==> config.mk <==
export PLATFORM = sky130hd
export DESIGN_NAME = temp_seq
export DESIGN_NICKNAME = d
export VERILOG_FILES = /design/src/rtl/temp_pkg.sv /design/src/rtl/temp_seq_capture.sv /design/src/rtl/temp_seq.sv
export SDC_FILE = /design/constraint.sdc
export NUM_CORES = 1
export LEC_CHECK = 0
export BUFFER_PORTS_ARGS = -buffer_cell sky130_fd_sc_hd__buf_2
export CAP_MARGIN = 20
export CORE_ASPECT_RATIO = 1.25
export CORE_MARGIN = 2
export CORE_UTILIZATION = 31
export CTS_CLUSTER_DIAMETER = 30
export DETAILED_ROUTE_END_ITERATION = 12
export GPL_TIMING_DRIVEN = 0
export PLACE_DENSITY = 0.59
export SYNTH_ARGS = -nofsm -noshare
export SYNTH_HDL_FRONTEND = slang
export SYNTH_HIERARCHICAL = 1
export SYNTH_SLANG_ARGS = --single-unit
==> constraint.sdc <==
create_clock -name clk -period 5.15 [get_ports clk]
set_clock_uncertainty 0.05 [all_clocks]
set_input_delay 1.03 -clock clk [delete_from_list [all_inputs] [get_ports clk]]
set_output_delay 1.03 -clock clk [all_outputs]
set_load 0.05 [all_outputs]
==> src/rtl/temp_pkg.sv <==
// Shared definitions for the temperature-sensor measurement sequencer:
// sensor controller state codes and the sequencer state encoding.
package temp_pkg;

  // Phase codes reported by the sensor controller on sensor_state.
  localparam logic [1:0] SENSOR_WARMUP = 2'd0;
  localparam logic [1:0] SENSOR_PTAT   = 2'd1;
  localparam logic [1:0] SENSOR_CTAT   = 2'd3;

  // Sequencer states.
  typedef enum logic [2:0] {
    ST_IDLE = 3'd0,
    ST_SRST = 3'd1,
    ST_WARM = 3'd2,
    ST_MEAS = 3'd3,
    ST_DONE = 3'd4,
    ST_WAIT = 3'd5
  } seq_state_e;

  // True for the two phases in which the sensor controller is running.
  function automatic logic is_sensing(input seq_state_e st);
    return (st == ST_WARM) || (st == ST_MEAS);
  endfunction

endpackage

==> src/rtl/temp_seq_capture.sv <==
// Registers the sensor controller's state and count every cycle and flags
// the end of each PTAT and CTAT phase. At a flagged edge cnt_q holds the
// final count of the phase that just ended.
module temp_seq_capture
  import temp_pkg::*;
(
  input  logic       clk,
  input  logic       reset,
  input  logic [1:0] sensor_state,
  input  logic [7:0] sensor_count,
  output logic [7:0] cnt_q,
  output logic       ptat_stb,
  output logic       ctat_stb
);

  logic [1:0] st_q;

  // Delay sensor state and count by one cycle for phase-change detection
  always_ff @(posedge clk) begin
    if (reset) begin
      st_q  <= SENSOR_WARMUP;
      cnt_q <= 8'd0;
    end else begin
      st_q  <= sensor_state;
      cnt_q <= sensor_count;
    end
  end

  // A PTAT phase ends when the sensor moves on to CTAT, and vice versa.
  assign ptat_stb = (st_q == SENSOR_PTAT) && (sensor_state == SENSOR_CTAT);
  assign ctat_stb = (st_q == SENSOR_CTAT) && (sensor_state == SENSOR_PTAT);

endmodule

==> src/rtl/temp_seq.sv <==
// Temperature measurement sequencer. Resets and warms up the sensor
// controller, accumulates PTAT/CTAT phase lengths, presents the result
// with a valid/ready handshake and optionally repeats periodically.
// Build option: define TEMP_SEQ_AVG_EN to accumulate 2^N_AVG_LOG2 sample
// pairs per result; without it a single pair is captured.
module temp_seq
  import temp_pkg::*;
#(
  parameter int unsigned N_AVG_LOG2  = 2,
  parameter int unsigned PERIOD_W    = 16,
  parameter int unsigned TIMEOUT_CYC = 1000
) (
  input  logic                  clk,
  input  logic                  reset,
  input  logic                  start,
  input  logic                  per_en,
  input  logic [PERIOD_W-1:0]   period,
  input  logic [1:0]            sensor_state,
  input  logic [7:0]            sensor_count,
  output logic                  sensor_rst,
  output logic                  busy,
  output logic                  res_valid,
  input  logic                  res_ready,
  output logic [8+N_AVG_LOG2-1:0] ptat_sum,
  output logic [8+N_AVG_LOG2-1:0] ctat_sum,
  output logic                  res_err
);

  localparam int unsigned SUM_W  = 8 + N_AVG_LOG2;
  localparam int unsigned PAIR_W = N_AVG_LOG2 + 1;
  localparam int unsigned TMO_W  = $clog2(TIMEOUT_CYC + 1);
  localparam int unsigned WN_W   = PERIOD_W + 1;
`ifdef TEMP_SEQ_AVG_EN
  localparam int unsigned N_PAIRS = 1 << N_AVG_LOG2;
`else
  localparam int unsigned N_PAIRS = 1;
`endif
  localparam logic [PAIR_W-1:0] LAST_PAIR = PAIR_W'(N_PAIRS - 1);
  localparam logic [TMO_W-1:0]  TMO_LAST  = TMO_W'(TIMEOUT_CYC - 1);

  seq_state_e          state_r;
  logic                sensor_rst_r;
  logic                busy_r;
  logic                res_valid_r;
  logic                res_err_r;
  logic [SUM_W-1:0]    ptat_sum_r;
  logic [SUM_W-1:0]    ctat_sum_r;
  logic [PAIR_W-1:0]   pair_cnt_r;
  logic [TMO_W-1:0]    tmo_r;
  logic [PERIOD_W-1:0] wait_cnt_r;
  logic                srst_cnt_r;

  logic [7:0]          cnt_q;
  logic                ptat_stb_s;
  logic                ctat_stb_s;
  logic                acc_ptat_s;
  logic                acc_ctat_s;
  logic                last_pair_s;
  logic                tmo_hit_s;
  logic [WN_W-1:0]     wait_next_s;
  logic                wait_done_s;
  logic                enter_srst_s;

  temp_seq_capture u_capture (
    .clk          (clk),
    .reset        (reset),
    .sensor_state (sensor_state),
    .sensor_count (sensor_count),
    .cnt_q        (cnt_q),
    .ptat_stb     (ptat_stb_s),
    .ctat_stb     (ctat_stb_s)
  );

  // Samples are only taken while measuring; a pair completes on its CTAT sample.
  assign acc_ptat_s  = (state_r == ST_MEAS) && ptat_stb_s;
  assign acc_ctat_s  = (state_r == ST_MEAS) && ctat_stb_s;
  assign last_pair_s = acc_ctat_s && (pair_cnt_r == LAST_PAIR);
  assign tmo_hit_s   = (tmo_r == TMO_LAST);

  // WAIT lasts max(period, 1) cycles; >= keeps it bounded if period shrinks mid-wait.
  assign wait_next_s = {1'b0, wait_cnt_r} + WN_W'(1'b1);
  assign wait_done_s = (wait_next_s >= {1'b0, period});

  // start is only honoured from IDLE, so a pulse while busy is dropped.
  assign enter_srst_s = ((state_r == ST_IDLE) && (start || per_en)) ||
                        ((state_r == ST_WAIT) && per_en && wait_done_s);

  // Accumulate captured phase lengths; a new measurement starts from zero
  always_ff @(posedge clk) begin
    if (reset) begin
      ptat_sum_r <= '0;
      ctat_sum_r <= '0;
      pair_cnt_r <= '0;
    end else if (enter_srst_s) begin
      ptat_sum_r <= '0;
      ctat_sum_r <= '0;
      pair_cnt_r <= '0;
    end else begin
      if (acc_ptat_s) begin
        ptat_sum_r <= ptat_sum_r + SUM_W'(cnt_q);
      end
      if (acc_ctat_s) begin
        ctat_sum_r <= ctat_sum_r + SUM_W'(cnt_q);
        pair_cnt_r <= pair_cnt_r + PAIR_W'(1'b1);
      end
    end
  end

  // Sequencer state machine with its phase counters and registered outputs
  always_ff @(posedge clk) begin
    if (reset) begin
      state_r      <= ST_IDLE;
      sensor_rst_r <= 1'b1;
      busy_r       <= 1'b0;
      res_valid_r  <= 1'b0;
      res_err_r    <= 1'b0;
      tmo_r        <= '0;
      wait_cnt_r   <= '0;
      srst_cnt_r   <= 1'b0;
    end else begin
      case (state_r)
        ST_IDLE: begin
          if (enter_srst_s) begin
            state_r    <= ST_SRST;
            busy_r     <= 1'b1;
            srst_cnt_r <= 1'b0;
          end
        end
        ST_SRST: begin
          if (srst_cnt_r) begin
            state_r      <= ST_WARM;
            sensor_rst_r <= 1'b0;
            tmo_r        <= '0;
          end else begin
            srst_cnt_r <= 1'b1;
          end
        end
        ST_WARM: begin
          if (sensor_state == SENSOR_PTAT) begin
            state_r <= ST_MEAS;
            tmo_r   <= '0;
          end else if (tmo_hit_s) begin
            state_r      <= ST_DONE;
            sensor_rst_r <= 1'b1;
            res_valid_r  <= 1'b1;
            res_err_r    <= 1'b1;
          end else begin
            tmo_r <= tmo_r + TMO_W'(1'b1);
          end
        end
        ST_MEAS: begin
          // A capture restarts the phase timer, so it outranks a timeout in the same cycle.
          if (last_pair_s) begin
            state_r      <= ST_DONE;
            sensor_rst_r <= 1'b1;
            res_valid_r  <= 1'b1;
            res_err_r    <= 1'b0;
          end else if (acc_ptat_s || acc_ctat_s) begin
            tmo_r <= '0;
          end else if (tmo_hit_s) begin
            state_r      <= ST_DONE;
            sensor_rst_r <= 1'b1;
            res_valid_r  <= 1'b1;
            res_err_r    <= 1'b1;
          end else begin
            tmo_r <= tmo_r + TMO_W'(1'b1);
          end
        end
        ST_DONE: begin
          if (res_ready) begin
            res_valid_r <= 1'b0;
            res_err_r   <= 1'b0;
            if (per_en) begin
              state_r    <= ST_WAIT;
              wait_cnt_r <= '0;
            end else begin
              state_r <= ST_IDLE;
              busy_r  <= 1'b0;
            end
          end
        end
        ST_WAIT: begin
          if (!per_en) begin
            state_r <= ST_IDLE;
            busy_r  <= 1'b0;
          end else if (enter_srst_s) begin
            state_r    <= ST_SRST;
            srst_cnt_r <= 1'b0;
          end else begin
            wait_cnt_r <= wait_next_s[PERIOD_W-1:0];
          end
        end
        default: begin
          state_r      <= ST_IDLE;
          sensor_rst_r <= 1'b1;
          busy_r       <= 1'b0;
          res_valid_r  <= 1'b0;
          res_err_r    <= 1'b0;
        end
      endcase
    end
  end

  // The sensor controller runs only during WARM and MEAS; this cross-check
  // keeps the registered reset line honest against the state encoding.
  logic sensor_rst_chk_s;
  assign sensor_rst_chk_s = !is_sensing(state_r);

  assign sensor_rst = sensor_rst_r & sensor_rst_chk_s;
  assign busy       = busy_r;
  assign res_valid  = res_valid_r;
  assign res_err    = res_err_r;
  assign ptat_sum   = ptat_sum_r;
  assign ctat_sum   = ctat_sum_r;

endmodule

# --- Word level (Yosys, flattened, before mapping) ---
# Cells that the tools add are included.
word_totals:
  register_bits: 67
  out_inout_bits: 24
classes:
  addsub: 5
  magnitude_cmp: 1
  eq_ne: 19
  mux: 45
  n_bitwise: 4
  reduce_logical: 29
ops:
  columns: ["operator", "n"]
  rows:
  - ["2-to-1 mux 16 bit", 4]
  - ["2-to-1 mux 10 bit", 5]
  - ["one-hot mux 16 bit (2 select lines)", 1]
  - ["one-hot mux 10 bit (3 select lines)", 1]
  - ["2-to-1 mux 3 bit", 9]
  - ["adder 10 x 8 -> 10 bit", 2]
  - ["2-to-1 mux 1 bit", 19]
  - ["one-hot mux 3 bit (6 select lines)", 1]
  - ["adder 16 x 1 -> 17 bit, second input constant", 1]
  - [">= comparator 17 x 16 -> 1 bit", 1]
  - ["!= test 2 bit, second input constant", 8]
  - ["one-hot mux 1 bit (4 select lines)", 4]
  - ["adder 10 x 1 -> 10 bit, second input constant", 1]
  - ["== test 10 bit, second input constant", 1]
  - ["AND reduction 3 bit", 3]
  - ["OR reduction 3 bit", 3]
  - ["logical AND 1 bit", 8]
  - ["AND reduction 4 bit", 2]
  - ["== test 3 x 2 -> 1 bit, second input constant", 2]
  - ["== test 3 bit, second input constant", 2]
  - ["zero test 3 bit", 2]
  - ["nonzero test 3 bit", 2]
  - ["AND reduction 5 bit", 1]
  - ["== test 2 x 1 -> 1 bit, second input constant", 2]
  - ["other kinds (12)", 18]

# --- Longest topological paths before layout ---
depth:
  word_depth: 7
  ltp_mapped: 13
  depth_no_buf: 12

# --- Modules after synthesis ---
# Netlist, hierarchy kept.
modules_own_cells:
  columns: ["module", "n_inst", "cells_per_inst", "area_each_um2", "seq_area_each_um2"]
  rows:
  - ["temp_seq", 1, 518, 4078.9, 1141.1]
  - ["temp_seq_capture", 1, 22, 282.8, 200.2]

# --- Least setup slack after synthesis ---
# OpenSTA, ideal clock, no wires.
synth_path:
  path_kind: "flip-flop to flip-flop"
  start: "register wait_cnt_r[3]"
  end: "register wait_cnt_r[13]"
  setup_time_ps: 122
  t_arrival_ps: 3417
  t_required_ps: 4978
  path_slack_ps: 1562
  path_stages_with_launch: 14
  path_buffers: 2
  path_cell_list: "dfxtp_1 -> buf_4 -> nand4_2 -> or2_4 -> or4_4 -> or2_4 -> xnor2_1 -> ha_1 -> and3_1 -> a211o_1 -> a211o_1 -> and3b_1 -> clkbuf_1 -> a221o_1"
synth_via:
  elab_chain_len: 6
synth_rtl:
  columns: ["element", "line", "rtl"]
  rows:
  - ["start, declared", "temp_seq.sv:50", "logic [PERIOD_W-1:0] wait_cnt_r;"]
  - ["start signal, assigned", "temp_seq.sv:190", "wait_cnt_r <= wait_next_s[PERIOD_W-1:0];"]
  - ["adder 16 x 1 -> 17 bit (*)", "temp_seq.sv:81", "assign wait_next_s = {1'b0, wait_cnt_r} + WN_W'(1'b1);"]
  - [">= comparator 17 x 16 -> 1 bit", "temp_seq.sv:82", "assign wait_done_s = (wait_next_s >= {1'b0, period});"]
  - ["logical AND 1 bit", "temp_seq.sv:86", "((state_r == ST_WAIT) && per_en && wait_done_s);"]
  - ["logical OR 1 bit", "temp_seq.sv:85", "assign enter_srst_s = ((state_r == ST_IDLE) && (start || per_en)) ||"]
  - ["!= test 2 bit (no line)", null, null]
  - ["AND reduction 5 bit (no line)", null, null]
# Mark *: on every way between the ends. The rest lies on a longest branch, timed or not. The select of a mux whose other input is x is not followed.
# A chain may end at the register's enable or synchronous reset.

# --- Final worst setup path ---
layout_path:
  start: "register wait_cnt_r[2]"
  end: "register ctat_sum_r[2] (netlist: ctat_sum[2])"
layout_via:
  elab_chain_len: 5
layout_rtl:
  columns: ["element", "line", "rtl"]
  rows:
  - ["adder 16 x 1 -> 17 bit", "temp_seq.sv:81", null]
  - [">= comparator 17 x 16 -> 1 bit", "temp_seq.sv:82", null]
  - ["logical AND 1 bit", "temp_seq.sv:86", null]
  - ["logical OR 1 bit", "temp_seq.sv:85", null]
  - ["OR reduction 2 bit (no line)", null, null]
  - ["end signal, assigned", "temp_seq.sv:103", "ctat_sum_r <= ctat_sum_r + SUM_W'(cnt_q);"]
  - ["end, declared", "temp_seq.sv:47", "logic [SUM_W-1:0] ctat_sum_r;"]
# No other way between the ends.

==> impl_metrics.env <==
export IMPL_outcome="complete, no violations"
export IMPL_report_final_slew_viol_count=0
export IMPL_antenna_cells=0
export IMPL_worst_r2r_endpoint="ctat_sum[2]"
export IMPL_dpl_instance_area_mm2=0.00485
export IMPL_ctsResizeCount=0
export IMPL_cp_cell_sequence="buf_2, nand3_2, or2_4, or4_4, or2_4, xnor2_1, ha_1, nand3_1, nor3_1, a21oi_1, o21ai_1, clkbuf_1, nor2_1"
export IMPL_h_tree_depth=3
export IMPL_maxCapViolations=0
export IMPL_hold_path_end="res_valid"
export IMPL_wl_per_cell_um=13.9
export IMPL_yosysSeqAreaShare_pct=30.8
export IMPL_worst_pin_slew_ps=1120
export IMPL_hold_class="reg2reg"
export IMPL_rr_worst_depth=13
export IMPL_synth_avg_cell_area_um2=8.08
export IMPL_yosysWarnings=6
export IMPL_post_cts_buffers=0
export IMPL_core_mm2=0.0138
export IMPL_reg2reg_from="wait_cnt_r[2]"
export IMPL_die_w_um=110
export IMPL_tns_ps=0
export IMPL_crit_top_cell="or2_4"
export IMPL_grt_use_total_pct=15.1
export IMPL_drt_wl_total_um=10900
export IMPL_dieArea_mm2=0.0150
export IMPL_synth_cell_types=57
export IMPL_vdd_ir_drop_max_uv=136
export IMPL_dp_final_hpwl_um=8200
export IMPL_viasPerCell=5.10
export IMPL_dpl_cell_count=769
export IMPL_cts_tree="done"
export IMPL_synth_edff_count=0
export IMPL_start_kind="register"
export IMPL_nets=674
export IMPL_period_minus_slack_ps=4160
export IMPL_crit_fanout=10
export IMPL_antenna_found_initial=0
export IMPL_cts_buffers=9
export IMPL_synthArstFlopShare_pct=0
export IMPL_setup_viol=0
export IMPL_grt_max_degree=13
export IMPL_top_usage_layer="met2"
export IMPL_row_count=48
export IMPL_grtUsageMet2_pct=26.5
export IMPL_min_path_cells=2
export IMPL_ys_ff_latch=67
export IMPL_p_per_area_mw_per_mm2=236
export IMPL_p_leak_nw=2.17
export IMPL_syn_inst=540
export IMPL_drtPass1Iterations=4
export IMPL_rsz0062_at_grt="false"
export IMPL_ctsHoldBuffers=0
export IMPL_hold_viol=0
export IMPL_vias=4007
export IMPL_initialDrtViolationCount=200
export IMPL_gp_routability_congestion=0.832
export IMPL_area_delta_synth_final_pct=17.1
export IMPL_fill_cells=1430
export IMPL_worstSkewPairLatency_ps=330
export IMPL_path_clk_slew_ps=50
export IMPL_gr_total_overflow=0
export IMPL_root_buffer="clkbuf_16"
export IMPL_use_met1_pct=17.7
export IMPL_critPathArrivalTime_ps=4300
export IMPL_start_util_pct=31.7
export IMPL_drc=0
export IMPL_min_from="res_valid"
export IMPL_ant_nets=0
export IMPL_synth_area_mm2=0.00436
export IMPL_critPathCaptureType="register"
export IMPL_clock_sinks=67
export IMPL_slowest_stage="or4_4"
export IMPL_r2r_setup_slack_ps=990
export IMPL_cp_slowest_stage_delay_ps=520
export IMPL_io_pins=55
export IMPL_synth_net_count=609
export IMPL_design_area_mm2=0.00511
export IMPL_fin_cells=785
export IMPL_path_class="reg2reg"
export IMPL_max_freq_ghz=0.241
export IMPL_grt_pass1_vias=3844
export IMPL_grt_pass1_wl_um=17900
export IMPL_holdWs_ps=396
export IMPL_portBuffers=54
export IMPL_layout_drive_gt1_share_pct=13.1
export IMPL_cts_buffer_depth=2
export IMPL_period_share_pct=80.7
export IMPL_die_y_um=137
export IMPL_required_ps=5290
export IMPL_synth_flop_cell="dfxtp_1"
export IMPL_relSlewSlack_pct=24.9
export IMPL_grt_util_met3_pct=3.62
[layout make-up]
type	instances	area [um2]	share of cell area, %
inverter	37	139	2.72
clock buffer	13	240	4.70
timing repair buffer	54	270	5.29
buffer	21	83.8	1.64
tap	175	219	4.29
multi-input combinational	415	2800	54.8
clock inverter	3	15.0	0.294
sequential	67	1340	26.3
[cells in the final DEF (no fill, tap or decap), types with 14 or more instances in the layout]
cell type	n
dfxtp_1	67
buf_2	55
nand2_1	54
a21oi_1	45
nor2_1	44
inv_1	37
ha_1	36
clkbuf_1	22
nor2b_1	21
o21ai_0	21
nor3b_1	14
nand3_1	14
[kinds of logic (layout without fill, tap and decap cells)]
family,count (synthesis),after routing,synth area share [%]
compound gates,122,122,18.2
xor+xnor,25,25,5.02
fa+ha+maj,38,38,11.2
buf+inv,58,128,5.11
flops,67,67,30.8
mux,12,12,2.78
simple gates,218,218,26.9
[worst max path at each step]
stage	slack, ps	start	endpoint	cells after the start
after floorplan	1560	wait_cnt_r[3]	wait_cnt_r[13]	13
after global placement	1060	wait_cnt_r[2]	ctat_sum[2]	13
after detailed placement	1020	wait_cnt_r[3]	ptat_sum[2]	13
after CTS	990	wait_cnt_r[2]	ctat_sum[2]	13
after global routing	780	wait_cnt_r[0]	wait_cnt_r[2]	13
final	990	wait_cnt_r[2]	ctat_sum[2]	13
[state kept, by name, summed over array words and instances (netlist names)]
name / flops
state_r: 3
srst_cnt_r: 1
u_capture/st_q: 2
res_err: 1
tmo_r: 10
u_capture/cnt_q: 8
pair_cnt_r: 3
ctat_sum: 10
res_valid: 1
ptat_sum: 10
wait_cnt_r: 16
sensor_rst_r: 1
busy: 1
[Yosys cell counts (5+ instances only)]
| master | n | share of area (%) |
|---|---|---|
| nand2_1 | 54 | 4.6 |
| ha_1 | 36 | 10 |
| xnor2_1 | 13 | 2.6 |
| and3_1 | 13 | 1.9 |
| and4b_1 | 6 | 1.4 |
| nor3b_1 | 14 | 2.4 |
| mux2i_1 | 11 | 2.5 |
| o21ai_0 | 21 | 2.4 |
| clkbuf_1 | 18 | 1.5 |
| nand2b_1 | 7 | 1.0 |
| nand4_1 | 7 | 1.0 |
| a211oi_1 | 5 | 0.86 |
| xor2_1 | 12 | 2.4 |
| o21a_1 | 5 | 0.86 |
| nor2b_1 | 21 | 3.0 |
| a21oi_1 | 45 | 5.2 |
| nor3_1 | 8 | 0.92 |
| inv_1 | 37 | 3.2 |
| dfxtp_1 | 67 | 31 |
| nor2_1 | 44 | 3.8 |
| o211ai_1 | 6 | 1.0 |
| nand3_1 | 14 | 1.6 |
| a221o_1 | 10 | 2.3 |
| a211o_1 | 6 | 1.2 |
[worst max-delay path: cells and delay by family, from the launching register on]
family,cells,cell delay (ps)
fa+ha+maj,1,310
buf+inv,2,700
simple gates,7,1930
xor+xnor,1,130
flops,1,300
compound gates,2,590
[layer usage]
metal  share of wire, %  vias up
met2                 50      104
met1                 43     1830
met4                1.8        0
met5                  0        -
met3                4.9       19
li1                   -     2054
[power by group]
| group | leakage [nW] | internal [W] | switching, W | total [W] |
|---|---|---|---|---|
| clock network | 0.127 | 0.000324 | 0.000222 | 0.000546 |
| logic | 1.50 | 0.0000462 | 0.0000770 | 0.000123 |
| registers | 0.543 | 0.000529 | 0.00000907 | 0.000538 |
| total | 2.17 | 0.000899 | 0.000308 | 0.00121 |
[stage by stage]
step	power, W	utilization, %	worst slack, ps
floorplan	0.000631	-	1560
global placement	0.000669	35.3	1060
detailed placement	0.000672	35.3	1020
CTS	0.00122	37.1	995
global route	0.00126	37.1	779
finish	0.00121	37.1	992
(Power assumes the default switching activity.)
